--- src/rtl/flash_playback_ctrl.sv ---
// Flash audio playback sequencer: fetches 32-bit words over the flash
// read handshake and releases one 16-bit half per accepted sample tick.
module flash_playback_ctrl #(
  parameter logic [22:0] START_ADDR = 23'h0,
  parameter logic [22:0] MAX_ADDR   = 23'h7FFFF
) (
  input  logic        clock,
  input  logic        reset,
  input  logic        play_pause,
  input  logic        direction,
  input  logic        restart,
  input  logic        sample_tick,
  output logic        flash_read,
  output logic [22:0] flash_address,
  input  logic        flash_waitrequest,
  input  logic        flash_readdatavalid,
  input  logic [31:0] flash_readdata,
  output logic [15:0] audio_sample,
  output logic        audio_valid,
  output logic        playing
);

  localparam logic [2:0] S_IDLE  = 3'd0;
  localparam logic [2:0] S_FETCH = 3'd1;
  localparam logic [2:0] S_WAIT  = 3'd2;
  localparam logic [2:0] S_TICK1 = 3'd3;
  localparam logic [2:0] S_TICK2 = 3'd4;

  logic [2:0]  state_q, state_d;
  logic        playing_q, playing_d;
  logic [22:0] addr_q, addr_d;
  logic [31:0] word_q, word_d;
  logic        wdir_q, wdir_d;
  logic        pend_q, pend_d;
  logic [15:0] sample_q, sample_d;
  logic        valid_q, valid_d;

  logic [22:0] rst_addr;
  logic [22:0] step_addr;
  logic [15:0] half_first;
  logic [15:0] half_second;
  logic        emit;

  always_comb begin
    rst_addr = direction ? MAX_ADDR : START_ADDR;
    if (direction)
      step_addr = (addr_q == START_ADDR) ? MAX_ADDR : addr_q - 23'd1;
    else
      step_addr = (addr_q == MAX_ADDR) ? START_ADDR : addr_q + 23'd1;
    half_first  = wdir_q ? word_q[31:16] : word_q[15:0];
    half_second = wdir_q ? word_q[15:0] : word_q[31:16];
    emit        = sample_tick && playing_q;
  end

  always_comb begin
    state_d   = state_q;
    playing_d = playing_q ^ play_pause;
    addr_d    = addr_q;
    word_d    = word_q;
    wdir_d    = wdir_q;
    pend_d    = pend_q;
    sample_d  = sample_q;
    valid_d   = 1'b0;
    unique case (state_q)
      S_IDLE: begin
        if (restart)
          addr_d = rst_addr;
        if (playing_d)
          state_d = S_FETCH;
      end
      S_FETCH: begin
        if (restart)
          pend_d = 1'b1;
        if (!flash_waitrequest)
          state_d = S_WAIT;
      end
      S_WAIT: begin
        if (restart)
          pend_d = 1'b1;
        // a restart seen during the transaction discards the returned word
        if (flash_readdatavalid) begin
          if (pend_q || restart) begin
            pend_d  = 1'b0;
            addr_d  = rst_addr;
            state_d = playing_d ? S_FETCH : S_IDLE;
          end else begin
            word_d  = flash_readdata;
            wdir_d  = direction;
            state_d = S_TICK1;
          end
        end
      end
      S_TICK1, S_TICK2: begin
        if (restart) begin
          addr_d  = rst_addr;
          word_d  = '0;
          state_d = playing_d ? S_FETCH : S_IDLE;
        end else if (emit) begin
          valid_d = 1'b1;
          if (state_q == S_TICK1) begin
            sample_d = half_first;
            state_d  = S_TICK2;
          end else begin
            sample_d = half_second;
            addr_d   = step_addr;
            state_d  = S_FETCH;
          end
        end
      end
      default: state_d = S_IDLE;
    endcase
  end

  always_ff @(posedge clock) begin
    if (reset) begin
      state_q   <= S_IDLE;
      playing_q <= 1'b0;
      addr_q    <= START_ADDR;
      word_q    <= '0;
      wdir_q    <= 1'b0;
      pend_q    <= 1'b0;
      sample_q  <= '0;
      valid_q   <= 1'b0;
    end else begin
      state_q   <= state_d;
      playing_q <= playing_d;
      addr_q    <= addr_d;
      word_q    <= word_d;
      wdir_q    <= wdir_d;
      pend_q    <= pend_d;
      sample_q  <= sample_d;
      valid_q   <= valid_d;
    end
  end

  assign flash_read    = (state_q == S_FETCH);
  assign flash_address = addr_q;
  assign audio_sample  = sample_q;
  assign audio_valid   = valid_q;
  assign playing       = playing_q;

endmodule

--- config.mk ---
export PLATFORM = sky130hd
export DESIGN_NAME = flash_playback_ctrl
export DESIGN_NICKNAME = d
export VERILOG_FILES = /design/src/rtl/flash_playback_ctrl.sv
export SDC_FILE = /design/constraint.sdc
export NUM_CORES = 1
export LEC_CHECK = 0
export CORE_UTILIZATION = 50
export CTS_CLUSTER_DIAMETER = 60
export DETAILED_ROUTE_END_ITERATION = 8
export GPL_TIMING_DRIVEN = 0
export PLACE_DENSITY = 0.82
export RECOVER_POWER = 100
export SLEW_MARGIN = 30
export SYNTH_ARGS = -nofsm -noshare
export SYNTH_HDL_FRONTEND = slang
export SYNTH_SLANG_ARGS = --single-unit
--- constraint.sdc ---
create_clock -name clock -period 4.2 [get_ports clock]
set_input_delay 0.42 -clock clock [delete_from_list [all_inputs] [get_ports clock]]
set_output_delay 0.42 -clock clock [all_outputs]
set_load 0.005 [all_outputs]
==> metrics <==
status finished clean; ys async rst share 0%; fin. max-slew vios 0; routed wire length per instance 17.9 µm; EDFF count, synth 0; Bufs on Longest Clock Path 2; Post-DP HPWL 10.5 mm; final setup violation count 0; pwr dens 370 nW/µm²; H-tree depth 3; DR pass1 iterations 5; initial core utilization 51.2%; Period minus WS final 3.09 ns; number of global-route vias before repair 4426; Syn Area/Cell 7.71 µm²; maxcap violations 0; initial antenna violation count 0; fin nets 710; WL final 14.0 mm; pin count of the biggest net entering global routing 17; count of cell types in the netlist 69; CTS tree yes; multi-input logic area 2640 µm²; Synth Register Bits 78; CP required 4.47 ns; Ports 82; Die W 96.3 µm; Post-DP Area 5380 µm²; Setup crit end kind flop; fillers 774; Fmax achieved 324 MHz; Port Buf Inserts 80; worst hold path type flop to flop; vias per cell 6.15; Post-Syn Instances 576; Final Hold Fails 0; Residual DRC 0; area growth from synthesis to layout 25.2%; Clock Latency Late Sink 0.36 ns; Static Leakage 2.09 nW; CORE AREA 8680 µm²; clock root buffer clkbuf_8; RSZ-0062 raised after global routing no; GRT Overall Usage 31.3%; Synth Cell Area 4440 µm²; WP data arrival 3.36 ns; CP max FO 10; commonest non-fill, non-tap cell in the layout dfxtp_1; post-route cell area 5560 µm²; Clock Sinks 78; Clock transition at path regs 0.09 ns; commonest non-fill, non-tap cells in the layout 78 x dfxtp_1, 63 x a21oi_1, 60 x nand2_1, 55 x nor2_1, 50 x nand3_1; CTS Buf Count 9; Worst VDD drop 0.000181 V; Worst Tran Pin Value 1.06 ns; first-pass GRT wire length 22.0 mm; CTS-repair resized insts 0; post-CTS setup buffers 0; final worst-path cycle share 73.5%; grt ovf 0; DRT iter0 DRCs 303; die outline height 96.3 µm; Crit Path Class input pin to flop; Routed Antenna Nets 0; Ys Warns 0; Final Skew 0.00955 ns; FF+latch area 1560 µm²; CTS hold repair buffers 0; GPL Wtd Cong 0.974; crit path launch type input pin; setup TNS 0 ns; Post-Syn Nets 619; sequential area share after synthesis 35.2%; Rel. slew slack 28.9%; n_diodes 0; die area 9260 µm²; top_reg_cell synth dfxtp_1; Cell Rows 34; via count 4794; layout cell share with drive strength beyond 1 5.21%
report_power, final:
group | internal (mW) | switching (mW)
combinational | 0.281 | 0.386
sequential | 0.783 | 0.0529
clock | 0.228 | 0.324
total | 1.29 | 0.763
flip-flops by register name (all words and copies together) (netlist names):
register	count
playing	1
pend_q	1
state_q	3
flash_address	23
wdir_q	1
word_q	32
audio_sample	16
audio_valid	1
worst paths after layout:
| check | from | endpoint | slack [ns] | depth (start not counted) |
|---|---|---|---|---|
| setup / recovery | restart | flash_address[6]$_SDFFE_PP0P_ | 1.11 | 8 |
| hold / removal | word_q[13]$_SDFFE_PP0P_ | word_q[13]$_SDFFE_PP0P_ | 0.45 | 2 |
| setup reg to reg | state_q[1]$_SDFFE_PP0P_ | flash_address[16]$_SDFFE_PP0P_ | 1.16 | 7 |
| hold reg to reg | word_q[13]$_SDFFE_PP0P_ | word_q[13]$_SDFFE_PP0P_ | 0.45 | 2 |
worst max-delay path, stage by stage:
cell and delay, ns:
dlygate4sd3_1 0.57, a21boi_0 0.15, a211oi_1 0.62, and3_1 0.24
clkbuf_1 0.42, clkbuf_1 0.51, a31oi_1 0.17, a311oi_1 0.26
layer usage:
layer | part of all wire, % | vias to the layer above | track usage (%)
met5 | 0 | - | 0
met4 | 3.4 | 0 | 14.4
met3 | 8.4 | 43 | 5.85
met2 | 47 | 258 | 51.5
met1 | 41 | 2206 | 39.4
li1 | - | 2287 | -
synthesized netlist by cell type, drive strengths merged, types with 3 or more instances:
cell,n,area share (%)
a211oi,24,4.2
a21boi,3,0.59
a21o,3,0.51
a21oi,63,7.1
a31oi,8,1.1
and2,5,0.70
and3,9,1.3
buf,9,1.2
clkbuf,38,3.2
dfxtp,78,35
ha,3,0.85
inv,9,0.76
mux2i,20,4.5
nand2,60,5.1
nand2b,4,0.73
nand3,50,5.6
nand3b,3,0.51
nand4,5,0.70
nor2,55,4.6
nor2b,3,0.42
nor3,10,1.4
nor4,4,1.2
nor4b,4,0.79
o21ai,20,2.3
o22ai,6,0.85
o31ai,4,0.68
or3,13,1.9
or4,12,2.2
xnor2,5,0.99
xor2,11,2.2
kinds of logic (layout without fill, tap and decap cells):
family | count (synthesis) | in the layout | synth area share (%)
compound gates | 158 | 158 | 22.6
xor+xnor | 16 | 16 | 3.15
fa+ha+maj | 3 | 3 | 0.845
buf+inv | 57 | 153 | 5.27
flops | 78 | 78 | 35.2
mux | 20 | 20 | 4.51
simple gates | 244 | 244 | 28.5
area by class of cell:
| cell class | count | area share (%) |
|---|---|---|
| Multi-Input combinational cell | 441 | 47.5 |
| Clock buffer | 9 | 2.23 |
| Sequential cell | 78 | 28.1 |
| Buffer | 47 | 3.51 |
| Tap cell | 108 | 2.43 |
| Timing Repair Buffer | 80 | 14.4 |
| Clock inverter | 7 | 1.15 |
| Inverter | 10 | 0.675 |
per-stage QoR:
step	setup slack [ns]	cells	hold WS, ns	power (mW)	utilization, %
final	1.11	780	0.455	2.06	64.1
after floorplan	1.86	576	0.431	1.28	-
after global placement	0.961	764	0.438	1.50	62.0
after global routing	0.864	780	0.479	2.15	64.1
after CTS	1.26	780	0.457	2.05	64.1
after detailed placement	0.902	764	0.446	1.51	62.0
Power figures use the tool's default switching activity.
==> variant 1: new RTL, same settings <==
Reset style: asynchronous (`reset`), changed in one clocked block.
--- a/src/rtl/flash_playback_ctrl.sv
+++ b/src/rtl/flash_playback_ctrl.sv
@@ -111,7 +111,7 @@
     endcase
   end
 
-  always_ff @(posedge clock) begin
+  always_ff @(posedge clock or posedge reset) begin
     if (reset) begin
       state_q   <= S_IDLE;
       playing_q <= 1'b0;
Check against the original RTL: differs if reset is asserted again (counterexample within 4 cycles, from zero or initial values and one cycle with reset high); with reset held inactive, the same outputs for 4 cycles.
==> variant 1 against the original RTL <==
- area after synthesis decreased by 0.54%
- worst setup slack got worse by 0.25 ns
- cell area decreased by 0.52%
- routed wire length decreased by 7.7%
- first-iteration DRC count increased by 24%
- fmax decreased by 7.5%
- sequential cell count unchanged
- clock skew increased by 0.0029 ns
- critical path type is now reg -> reg
Power is not compared: it rests on default switching activity, and its combinational part moved more than twofold at a synthesized area within 25%.
==> variant 1: results (changes against the original RTL) <==
- Vias: 4332 (-9.6%)
- Library cells used by synthesis: 63 (-8.7%)
- FILL cells: 697 (-9.9%)
- Setup crit start kind: flip-flop
- Pin count of the biggest net entering global routing: 49 (+32)
- Worst Hold Class: in -> reg
- Vias per cell: 6.37 (+3.7%)
- Status: finished clean
- CP delay by family, top: compound AO/OA/AOI/OAI gates
- Vias in the first global route: 4127 (-6.8%)
- Layout cells sized above 1: 7.13% (+1.9 points)
- Register area share after synthesis: 44.2% (+9.0 points)
- Placer Congestion: 0.944 (-3.1%)
- Reg-to-reg slack, setup: 0.86 ns (-0.30 ns)
- CP max stage delay: 1.16 ns (+0.54 ns)
- Ys async rst share: 100% (+100 points)
- Met3 Use GR: 5.92% (+0.079 points)
- GRT Total Usage: 29.3% (-2.0 points)
- Cells after synthesis: 478 (-17%)
- Starting DRC count in detailed routing: 376 (+24%)
- Primary FF master, synth: dfrtp_1
- Synth area leaders: dfrtp_1 44%, a22o_1 6.3%, a21oi_1 5.1%
- Critical Path AT: 3.61 ns (+0.25 ns)
- Placed instance area: 5380 um^2 (about the same)
- Final Instance Area: 5530 um^2 (-0.52%)
- Reg-to-reg critical path startpoint: flash_address[10]$_DFFE_PP0P_
==> variant 1: cell count changes after synthesis, moves of 18 or more <==
cell,before,now
dfrtp_1,0,78
dfxtp_1,78,0
a22o_1,1,32
nand3_1,50,20
nand2_1,60,34
a211oi_1,23,0
a21oi_1,63,45
==> variant 1: layout make-up <==
cell class                      instances  share of cell area, %
Multi-Input combinational cell        352                   39.8
Sequential cell                        78                   35.3
Timing Repair Buffer                   81                   15.0
Buffer                                 39                   3.17
Tap cell                              105                   2.38
Clock buffer                            9                   2.24
Clock inverter                          7                   1.47
Inverter                                9                  0.633
==> variant 1: logic make-up after synthesis <==
group | after synthesis | synth area share, %
XOR/XNOR | 9 | 1.78
AND/OR/NAND/NOR | 166 | 19.1
AO/OA/AOI/OAI | 155 | 24.8
buffers and inverters | 48 | 4.87
multiplexers | 19 | 4.36
adder cells (fa/ha/maj) | 3 | 0.850
flip-flops | 78 | 44.2
==> variant 2: new RTL, same settings <==
Made on the original files. `word_q` no longer has a reset.
--- a/src/rtl/flash_playback_ctrl.sv
+++ b/src/rtl/flash_playback_ctrl.sv
@@ -116,7 +116,6 @@
       state_q   <= S_IDLE;
       playing_q <= 1'b0;
       addr_q    <= START_ADDR;
-      word_q    <= '0;
       wdir_q    <= 1'b0;
       pend_q    <= 1'b0;
       sample_q  <= '0;
@@ -125,12 +124,15 @@
       state_q   <= state_d;
       playing_q <= playing_d;
       addr_q    <= addr_d;
-      word_q    <= word_d;
       wdir_q    <= wdir_d;
       pend_q    <= pend_d;
       sample_q  <= sample_d;
       valid_q   <= valid_d;
     end
+  end
+
+  always_ff @(posedge clock) begin
+    word_q <= word_d;
   end
 
   assign flash_read    = (state_q == S_FETCH);
Behaviour: no difference found for any inputs over 4 cycles, from zero or initial values and one cycle with reset high; that may be too few to reach the edited logic, so the function may still have changed.
==> variant 2 against the original RTL <==
- the flow now finishes with violations (max-capacitance violations, max-slew violations)
- clock skew grew 0.00053 ns
- register-to-register slack got worse by 0.44 ns
- worst setup slack worse by 0.40 ns
- count of clock-buffer cells in the layout stayed put
- routed wire length is 1.0% lower
- area after synthesis rose by 2.4%
- cell area increased by 2.0%
- combinational power increased by 4.2%
- sequential cell count unchanged
- total power is 7.1% higher
- fmax shrank 11%
==> variant 2: results (changes against the original RTL) <==
- Worst vdd ir: 0.205 mV (+14%)
- WHS Path Cells: 1 (-1)
- Dpl cells: 692 (-9.4%)
- First-pass GRT wire length: 21.9 mm (-0.28%)
- Final wirelength: 13.8 mm (-1.0%)
- Slew Limit Fails: 10 (+10)
- Met1 WL: 5.94 mm (+3.6%)
- Reg2reg end: flash_address[2]$_SDFFE_PP0P_
- WL met2: 6.23 mm (-5.6%)
- Worst hold slack: 0.491 ns (+0.0364 ns)
- Status: complete, but fails checks
- Clock distribution power: 606 uW (+9.8%)
- Met1 Use GR: 40.3% (+0.84 points)
- Register area share after synthesis: 41.4% (+6.2 points)
- Critical Path AT: 3.77 ns (+0.41 ns)
- GRT Total Usage: 29.3% (-2.0 points)
- Vias in the first global route: 4294 (-3.0%)
- Met3 Use GR: 6.26% (+0.41 points)
- Slowest-stage cell, CP: o31ai_1
- Leakage power total: 2.19 nW (+4.6%)
- Least-Margin Pin Slew: 1.68 ns (+0.616 ns)
- Placer Congestion: 0.948 (-2.7%)
- Pin count of the biggest net entering global routing: 24 (+7)
- Placed instance area: 5520 um^2 (+2.7%)
- Layout cells sized above 1: 7.67% (+2.5 points)
- # nets final: 638 (-10%)
- Met2 usage: 46.0% (-5.5 points)
- Crit. Startpoint: flash_address[19]$_SDFFE_PP0P_
- Comb power: 695 uW (+4.2%)
- CP delay by family, top: compound AO/OA/AOI/OAI gates
- EDFF count, synth: 32 (+32)
- Fin crit period: 3.48 ns (+0.397 ns)
- DP Wirelength: 10.0 mm (-4.2%)
- Failing checks: max-capacitance violations, max-slew violations
- End of the worst hold path: flash_address[22]$_SDFFE_PP0P_
- Post-Syn Nets: 546 (-12%)
- Reg-to-reg slack, setup: 0.72 ns (-0.44 ns)
- Drt first pass iters: 5 (unchanged)
- Metal3 WL: 1.34 mm (+14%)
- Switching share of power: 35.5% (-1.6 points)
- Fin Clk Skew: 0.0101 ns (+0.000528 ns)
- MaxCap Viol Count: 1 (+1)
- Pre-CTS setup slack: 1.52 ns (+0.622 ns)
- WL/cell: 19.5 um (+9.0%)
- Vias per cell: 6.37 (+3.7%)
- Power share of the clock group: 27.5% (+0.6 points)
- Starting DRC count in detailed routing: 470 (+55%)
- Syn_area_per_cell: 9.04 um^2 (+17%)
-- variant 2: changes by cell type in the layout (fill, tap and decap cells not counted), sizes merged, moves of 11 or more --
| cell | unedited run | this run |
|---|---|---|
| edfxtp | 0 | 32 |
| nand3 | 50 | 18 |
| nand2 | 60 | 22 |
| clkbuf | 48 | 37 |
| dfxtp | 78 | 46 |
| and3 | 9 | 37 |
| a21oi | 63 | 26 |
-- variant 2: layout make-up --
| class | instances | area (um^2) |
|---|---|---|
| fill | 724 | 3090 |
| multi-input combinational | 367 | 2370 |
| sequential | 78 | 1880 |
| timing repair buffer | 81 | 828 |
| buffer | 45 | 208 |
| tap | 108 | 135 |
| clock buffer | 9 | 124 |
| clock inverter | 7 | 78.8 |
| inverter | 13 | 48.8 |
-- variant 2: cells by family after synthesis --
logic type | Yosys count | synth area share, %
compound gates | 122 | 18.3
xor+xnor | 11 | 2.28
fa+ha+maj | 3 | 0.825
buf+inv | 58 | 5.97
flops | 78 | 41.4
mux | 21 | 4.62
simple gates | 210 | 26.6
